## src/rtl/gate_seq_ctrl.sv

```systemverilog
// Self-checking stimulus sequencer for a 2-input gate: drives {a,b} = 00,01,10,11,
// waits SETTLE cycles, checks dut_x against EXP_TT. Optional: GATE_SEQ_FAILCAP_EN.
module gate_seq_ctrl #(
  parameter int unsigned SETTLE = 4,
  parameter logic [3:0]  EXP_TT = 4'b0110
) (
  input  logic       clk,
  input  logic       reset,
  input  logic       start,
  input  logic       dut_x,
  output logic       dut_a,
  output logic       dut_b,
  output logic [1:0] vec_idx,
  output logic       busy,
  output logic       done,
  output logic       pass,
  output logic [2:0] err_cnt
`ifdef GATE_SEQ_FAILCAP_EN
  ,
  output logic       fail_vld,
  output logic [1:0] fail_vec
`endif
);

  typedef enum logic [2:0] {
    S_IDLE,
    S_DRIVE,
    S_SETTLE,
    S_CHECK,
    S_DONE
  } state_t;

  localparam logic [3:0] SETTLE_LD = 4'(SETTLE - 1);

  state_t     state_q;
  logic [3:0] cnt_q;
  logic       dut_a_q, dut_b_q, busy_q, done_q, pass_q;
  logic [1:0] vec_q;
  logic [2:0] err_q;
  logic       mismatch;
  logic [2:0] err_d;
  logic [1:0] vec_d;
`ifdef GATE_SEQ_FAILCAP_EN
  logic       fail_vld_q;
  logic [1:0] fail_vec_q;
`endif

  // err_d folds in the current CHECK result so pass can see the final vector's outcome
  always_comb begin
    mismatch = (dut_x != EXP_TT[vec_q]);
    err_d    = err_q;
    if (mismatch && (err_q != 3'd4)) begin
      err_d = err_q + 3'd1;
    end
    vec_d = vec_q + 2'd1;
  end

  always_ff @(posedge clk) begin
    if (reset) begin
      state_q    <= S_IDLE;
      cnt_q      <= '0;
      dut_a_q    <= 1'b0;
      dut_b_q    <= 1'b0;
      vec_q      <= '0;
      busy_q     <= 1'b0;
      done_q     <= 1'b0;
      pass_q     <= 1'b0;
      err_q      <= '0;
`ifdef GATE_SEQ_FAILCAP_EN
      fail_vld_q <= 1'b0;
      fail_vec_q <= '0;
`endif
    end else begin
      done_q <= 1'b0;
      case (state_q)
        S_IDLE: begin
          if (start) begin
            state_q    <= S_DRIVE;
            busy_q     <= 1'b1;
            vec_q      <= '0;
            dut_a_q    <= 1'b0;
            dut_b_q    <= 1'b0;
            err_q      <= '0;
            pass_q     <= 1'b0;
`ifdef GATE_SEQ_FAILCAP_EN
            fail_vld_q <= 1'b0;
            fail_vec_q <= '0;
`endif
          end
        end
        S_DRIVE: begin
          cnt_q   <= SETTLE_LD;
          state_q <= S_SETTLE;
        end
        S_SETTLE: begin
          if (cnt_q == 4'd0) begin
            state_q <= S_CHECK;
          end else begin
            cnt_q <= cnt_q - 4'd1;
          end
        end
        S_CHECK: begin
          err_q <= err_d;
`ifdef GATE_SEQ_FAILCAP_EN
          if (mismatch && !fail_vld_q) begin
            fail_vld_q <= 1'b1;
            fail_vec_q <= vec_q;
          end
`endif
          if (vec_q == 2'd3) begin
            state_q <= S_DONE;
            done_q  <= 1'b1;
            pass_q  <= (err_d == 3'd0);
          end else begin
            vec_q   <= vec_d;
            dut_a_q <= vec_d[1];
            dut_b_q <= vec_d[0];
            state_q <= S_DRIVE;
          end
        end
        S_DONE: begin
          state_q <= S_IDLE;
          busy_q  <= 1'b0;
        end
        default: state_q <= S_IDLE;
      endcase
    end
  end

  assign dut_a   = dut_a_q;
  assign dut_b   = dut_b_q;
  assign vec_idx = vec_q;
  assign busy    = busy_q;
  assign done    = done_q;
  assign pass    = pass_q;
  assign err_cnt = err_q;
`ifdef GATE_SEQ_FAILCAP_EN
  assign fail_vld = fail_vld_q;
  assign fail_vec = fail_vec_q;
`endif

endmodule

```

## config.mk

```make
export PLATFORM = sky130hd
export DESIGN_NAME = gate_seq_ctrl
export DESIGN_NICKNAME = d
export VERILOG_FILES = /design/src/rtl/gate_seq_ctrl.sv
export SDC_FILE = /design/constraint.sdc
export NUM_CORES = 1
export LEC_CHECK = 0
export CORE_AREA = 4 4 45 47
export DETAILED_ROUTE_END_ITERATION = 8
export DIE_AREA = 0 0 49 51
export GPL_ROUTABILITY_DRIVEN = 1
export MAX_ROUTING_LAYER = met4
export PLACE_DENSITY = 0.79
export RECOVER_POWER = 25
export SKIP_CTS_REPAIR_TIMING = 1
export SLEW_MARGIN = 40
export SYNTH_ARGS = -nofsm -noshare
export SYNTH_HDL_FRONTEND = slang
export SYNTH_SLANG_ARGS = --single-unit
```

## constraint.sdc

```tcl
create_clock -name clk -period 4.4 [get_ports clk]
set_clock_uncertainty 0.2 [all_clocks]
set_input_delay 1.32 -clock clk [delete_from_list [all_inputs] [get_ports clk]]
set_output_delay 1.32 -clock clk [all_outputs]
set_load 0.02 [all_outputs]
```

# --- Word level (Yosys, flattened, before mapping) ---
# Cells that the tools add are included.
op_classes:
  n_addsub: 3
  magnitude_cmp: 1
  eq_ne: 12
  mux: 24
  bitwise_logic: 1
  n_reduce_logical: 14
ops:
  columns: ["cell", "count"]
  rows:
  - ["$mux 3", 5]
  - ["$pmux 3 s4", 1]
  - ["$ne 2x2->1 const B", 5]
  - ["$pmux 1 s2", 4]
  - ["$pmux 4 s2", 1]
  - ["$reduce_and 2->1", 4]
  - ["$mux 1", 7]
  - ["$eq 3x2->1 const B", 2]
  - ["$logic_not 3->1", 2]
  - ["$pmux 3 s2", 1]
  - ["$reduce_and 3->1", 2]
  - ["$reduce_bool 2->1", 3]
  - ["$logic_not 4->1", 1]
  - ["$mux 2", 2]
  - ["$mux 4", 1]
  - ["$pmux 2 s2", 1]
  - ["$sub 4x1->4 const B", 1]
  - ["$add 3x1->3 const B", 1]
  - ["$eq 3x1->1 const B", 1]
  - ["$eq 3x3->1 const B", 1]
  - ["$lt 2x3->1 const B", 1]
  - ["$ne 3x3->1 const B", 1]
  - ["$add 2x1->2 const B", 1]
  - ["$bmux 1 s2", 1]
  - ["other kinds (5)", 5]
totals:
  regBits: 17
  input_bits: 4
  word_cells: 64

# --- Logic depth before layout (Yosys ltp) ---
logic_depth:
  word_depth: 8
  ltp_mapped: 7

# --- Least setup slack after synthesis ---
# Ideal clock, no wire load.
synth_path:
  path_type: "input-to-reg"
  from: "in start"
  to: "reg pass_q (netlist: pass)"
  setup_time_ps: 115
  arrival_time_ps: 2056
  path_slack_ps: 2029
  path_stages: 4
  path_buffers: 0
  cell_sequence: "or3b_4 > a21oi_1 > nor3b_1 > a31o_1"
synth_via:
  elab_chain_len: 2
synth_lines:
  columns: ["item", "line", "text"]
  rows:
  - ["start: declaration", "9", "input logic start,"]
  - ["$ne 2x2->1 (no source line)", null, null]
  - ["$reduce_and 3->1 (no source line)", null, null]
  - ["end signal: assignment", "113", "pass_q <= (err_d == 3'd0);"]
  - ["end: declaration", "37", "logic dut_a_q, dut_b_q, busy_q, done_q, pass_q;"]
# No other way between the ends.
# A chain may end at the register's enable or synchronous reset.

# --- Worst setup path in the final report ---
layout_path:
  from: "reg err_q[0] (netlist: err_cnt[0])"
  to: "out err_cnt[0]"
layout_lines:
  columns: ["item", "line", "text"]
  rows:
  - ["start: declaration", "39", "logic [2:0] err_q;"]
  - ["start signal: assignment", "103", "err_q <= err_d;"]
  - ["end: declaration", "17", "output logic [2:0] err_cnt"]
# No word-level cell between the ends.

==> reports/metrics.csv <==
stage;metric;value;unit
run_status;status;finished clean;
setup_path;nature of the critical path startpoint;flip-flop;
die;die width;49;µm
logic_synthesis;number of synthesis warnings;0;
clock_tree;Clock Tree Buf Depth;2;
layout;cell area after layout;979.7;µm²
timing;setup repair after global routing missed its margin;false;
run;number of violations of the max-capacitance limit;0;
timing;worst rel slew slack;64.83;%
drt;number of DRC markers after the initial detailed-route iteration;7;
placed_design;sum of net half-perimeters after detailed placement;1.210;mm
grt;total grt overflow;0;
setup_path;critical path class;reg2out;
timing;maximum clock frequency;347.4;MHz
drt;average via count per standard cell;5.782;
setup_path;kind of capture point of the worst setup path;output port;
setup_path;cell with the biggest individual delay on the critical path;clkdlybuf4s50_1;
setup_path;origin of the critical flop-to-flop path;vec_idx[0];
grt;number of antenna violations at the first check in global routing;0;
timing;worst hold slack after final layout;0.2723;ns
timing;post-layout minimum cycle time;2.878;ns
timing;hold violation total from the final report;0;
placed_design;quantity of I/O buffers inserted on ports;13;
drt;Post-DRT Antenna Nets;0;
placed_design;total cell area at the placement stage;955.9;µm²
grt;largest net degree at the start of global routing;16;
timing;final total negative setup slack;0;ns
logic_synthesis;Post-Syn Nets;101;
logic_synthesis;Syn Inst Count;92;
layout;proportion of layout cells with a drive suffix above 1;9.804;%
power_and_ir_drop;PD cells;399.6;nW/µm²
hold_path;hold wc startpoint;busy;
placed_design;placer's final routability congestion estimate;0.7700;
placed_design;instance count after placement with tap cells included;115;
die;vertical die dimension;51;µm
timing;max-slew violation total from the final report;0;
logic_synthesis;Mapped Area;860.8;µm²
clock_tree;post-CTS clock slew at the launch and capture registers of the worst setup and hold paths;0.09;ns
timing;slew at the pin closest to its max-slew limit;0.5268;ns
clock_tree;insertion delay to the later sink of the worst-skew pair;0.29;ns
clock_tree;Max H-tree Level;1;
drt;post-DR wirelength/cell;13.65;µm
setup_path;CP top delay family;buffers and inverters;
layout;Final Instance Count excl. Fillers;119;
logic_synthesis;number of different library cells in the post-synthesis netlist;41;
die;die area;2499;µm²
drt;number of iterations in the first detailed-routing pass;4;
clock_tree;clock tree from TritonCTS;built;
logic_synthesis;top cells by area in the synthesized netlist;dfxtp_1 (35%), ha_1 (7.3%), inv_1 (3.1%);
setup_path;Setup crit start;err_cnt[0];
grt;all-layer global routing usage;15.12;%
logic_synthesis;register area share after synthesis;34.88;%
clock_tree;Clock Root Buffer;clkbuf_4;
timing;final count of negative-setup-slack endpoints;0;
logic_synthesis;area share of the largest cell type after synthesis;34.88;%
setup_path;arrival time worst endpoint;1.36;ns
layout;Ant. Diodes;0;
clock_tree;TritonCTS Buffers;3;
logic_synthesis;cell type with the highest aggregate area in the netlist;dfxtp_1;
power_and_ir_drop;power after layout;0.0003915;W
die;starting density of the core;52.12;%
logic_synthesis;synthesized area divided by synthesized cell count;9.357;µm²
setup_path;CP Max Fanout;6;
die;number of placement rows;15;
layout;Nets;112;
power_and_ir_drop;maximum resistive drop on vdd;0.2136;mV
grt;number of global-route vias before repair;682;
layout;synthesis-to-layout area growth;13.81;%
drt;DRC violation count after routing;0;
logic_synthesis;flip-flop cell with the highest count after synthesis;dfxtp_1;
logic_synthesis;share of synthesized registers carrying an async set or reset;0;%
setup_path;highest cell delay on the worst timing path;0.64;ns
setup_path;worst path required time;2.88;ns
hold_path;kind of path behind the tightest hold check;reg2reg;
drt;routed vias;688;
logic_synthesis;FF+latch count, synth;15;
die;number of top-level design ports;14;
layout;commonest non-fill, non-tap cell in the layout;dfxtp_1;
setup_path;Critical path buffers and inverters;1;
clock_tree;Clock Sinks;15;
setup_path;cell chain of the critical path;clkdlybuf4s50_1;
logic_synthesis;number of synthesized flops with an enable pin;0;
die;core box area;1652;µm²
grt;first-pass GRT wire length;2.918;mm
layout;highest-count cells in the layout ignoring fill and taps;dfxtp_1 (15), clkdlybuf4s50_1 (12), inv_1 (7);
power_and_ir_drop;leakage power;0.3509;nW
timing;final worst-path cycle share;65.41;%
drt;final WL;1.624;mm
## through the flow
step,utilization (%),setup WS [ns]
4_1_cts,59.47,1.513
3_5_place_dp,57.88,1.313
5_1_grt,59.32,1.442
2_1_floorplan,-,2.029
3_3_place_gp,57.88,1.371
6_report,59.32,1.522
## flip-flops by register name (all words and copies together) (netlist names)
signal	flops
done	1
pass	1
vec_idx	2
state_q	3
err_cnt	3
cnt_q	4
busy	1
## power by group
part | internal (W) | switching [W] | total, W
logic | 0.0000639 | 0.0000698 | 0.000134
clock network | 0.0000352 | 0.0000448 | 0.0000800
registers | 0.000153 | 0.0000250 | 0.000178
total | 0.000252 | 0.000140 | 0.000392
## final timing paths
check | slack [ns] | to | cells after the start
max reg2reg | 2.55 | err_cnt[1] | 5
min | 0.27 | busy | 2
min reg2reg | 0.27 | busy | 2
max | 1.52 | err_cnt[0] | 1
## Yosys cell counts (all sizes together) (2+ instances only)
| cell | n |
|---|---|
| a21oi | 5 |
| nor3 | 4 |
| o32ai | 2 |
| dfxtp | 15 |
| buf | 5 |
| inv | 7 |
| a211oi | 3 |
| clkbuf | 2 |
| nor3b | 3 |
| xor2 | 3 |
| nand2 | 3 |
| or2 | 2 |
| a311oi | 2 |
| o21ai | 2 |
| nor4 | 2 |
| or3b | 2 |
| nand2b | 3 |
| ha | 5 |
| nor2 | 6 |
| nand3 | 4 |
## kinds of logic (layout without fill, tap and decap cells)
logic type / Yosys count / count (layout) / share of synthesized area (%)
simple gates: 32 / 32 / 23.55
compound gates: 21 / 21 / 19.48
flops: 15 / 15 / 34.88
buf+inv: 14 / 24 / 9.593
fa+ha+maj: 5 / 5 / 7.267
xor+xnor: 4 / 4 / 4.071
mux: 1 / 1 / 1.163
## cell type report
cell class                 instances  area (µm²)
clock buffer                       4       26.28
fill                             138       671.9
inverter                           7       26.28
multi-input combinational         63       475.5
sequential                        15       300.3
tap                               17       21.27
timing repair buffer              13       130.1
## routing by layer
layer,wire (µm),GRT usage (%),vias up
li1,-,-,351
met1,782,18.56,322
met2,763,23.70,10
met3,44,3.499,5
met4,34,6.726,0
met5,0,-,-
(Power assumes the default switching activity.)
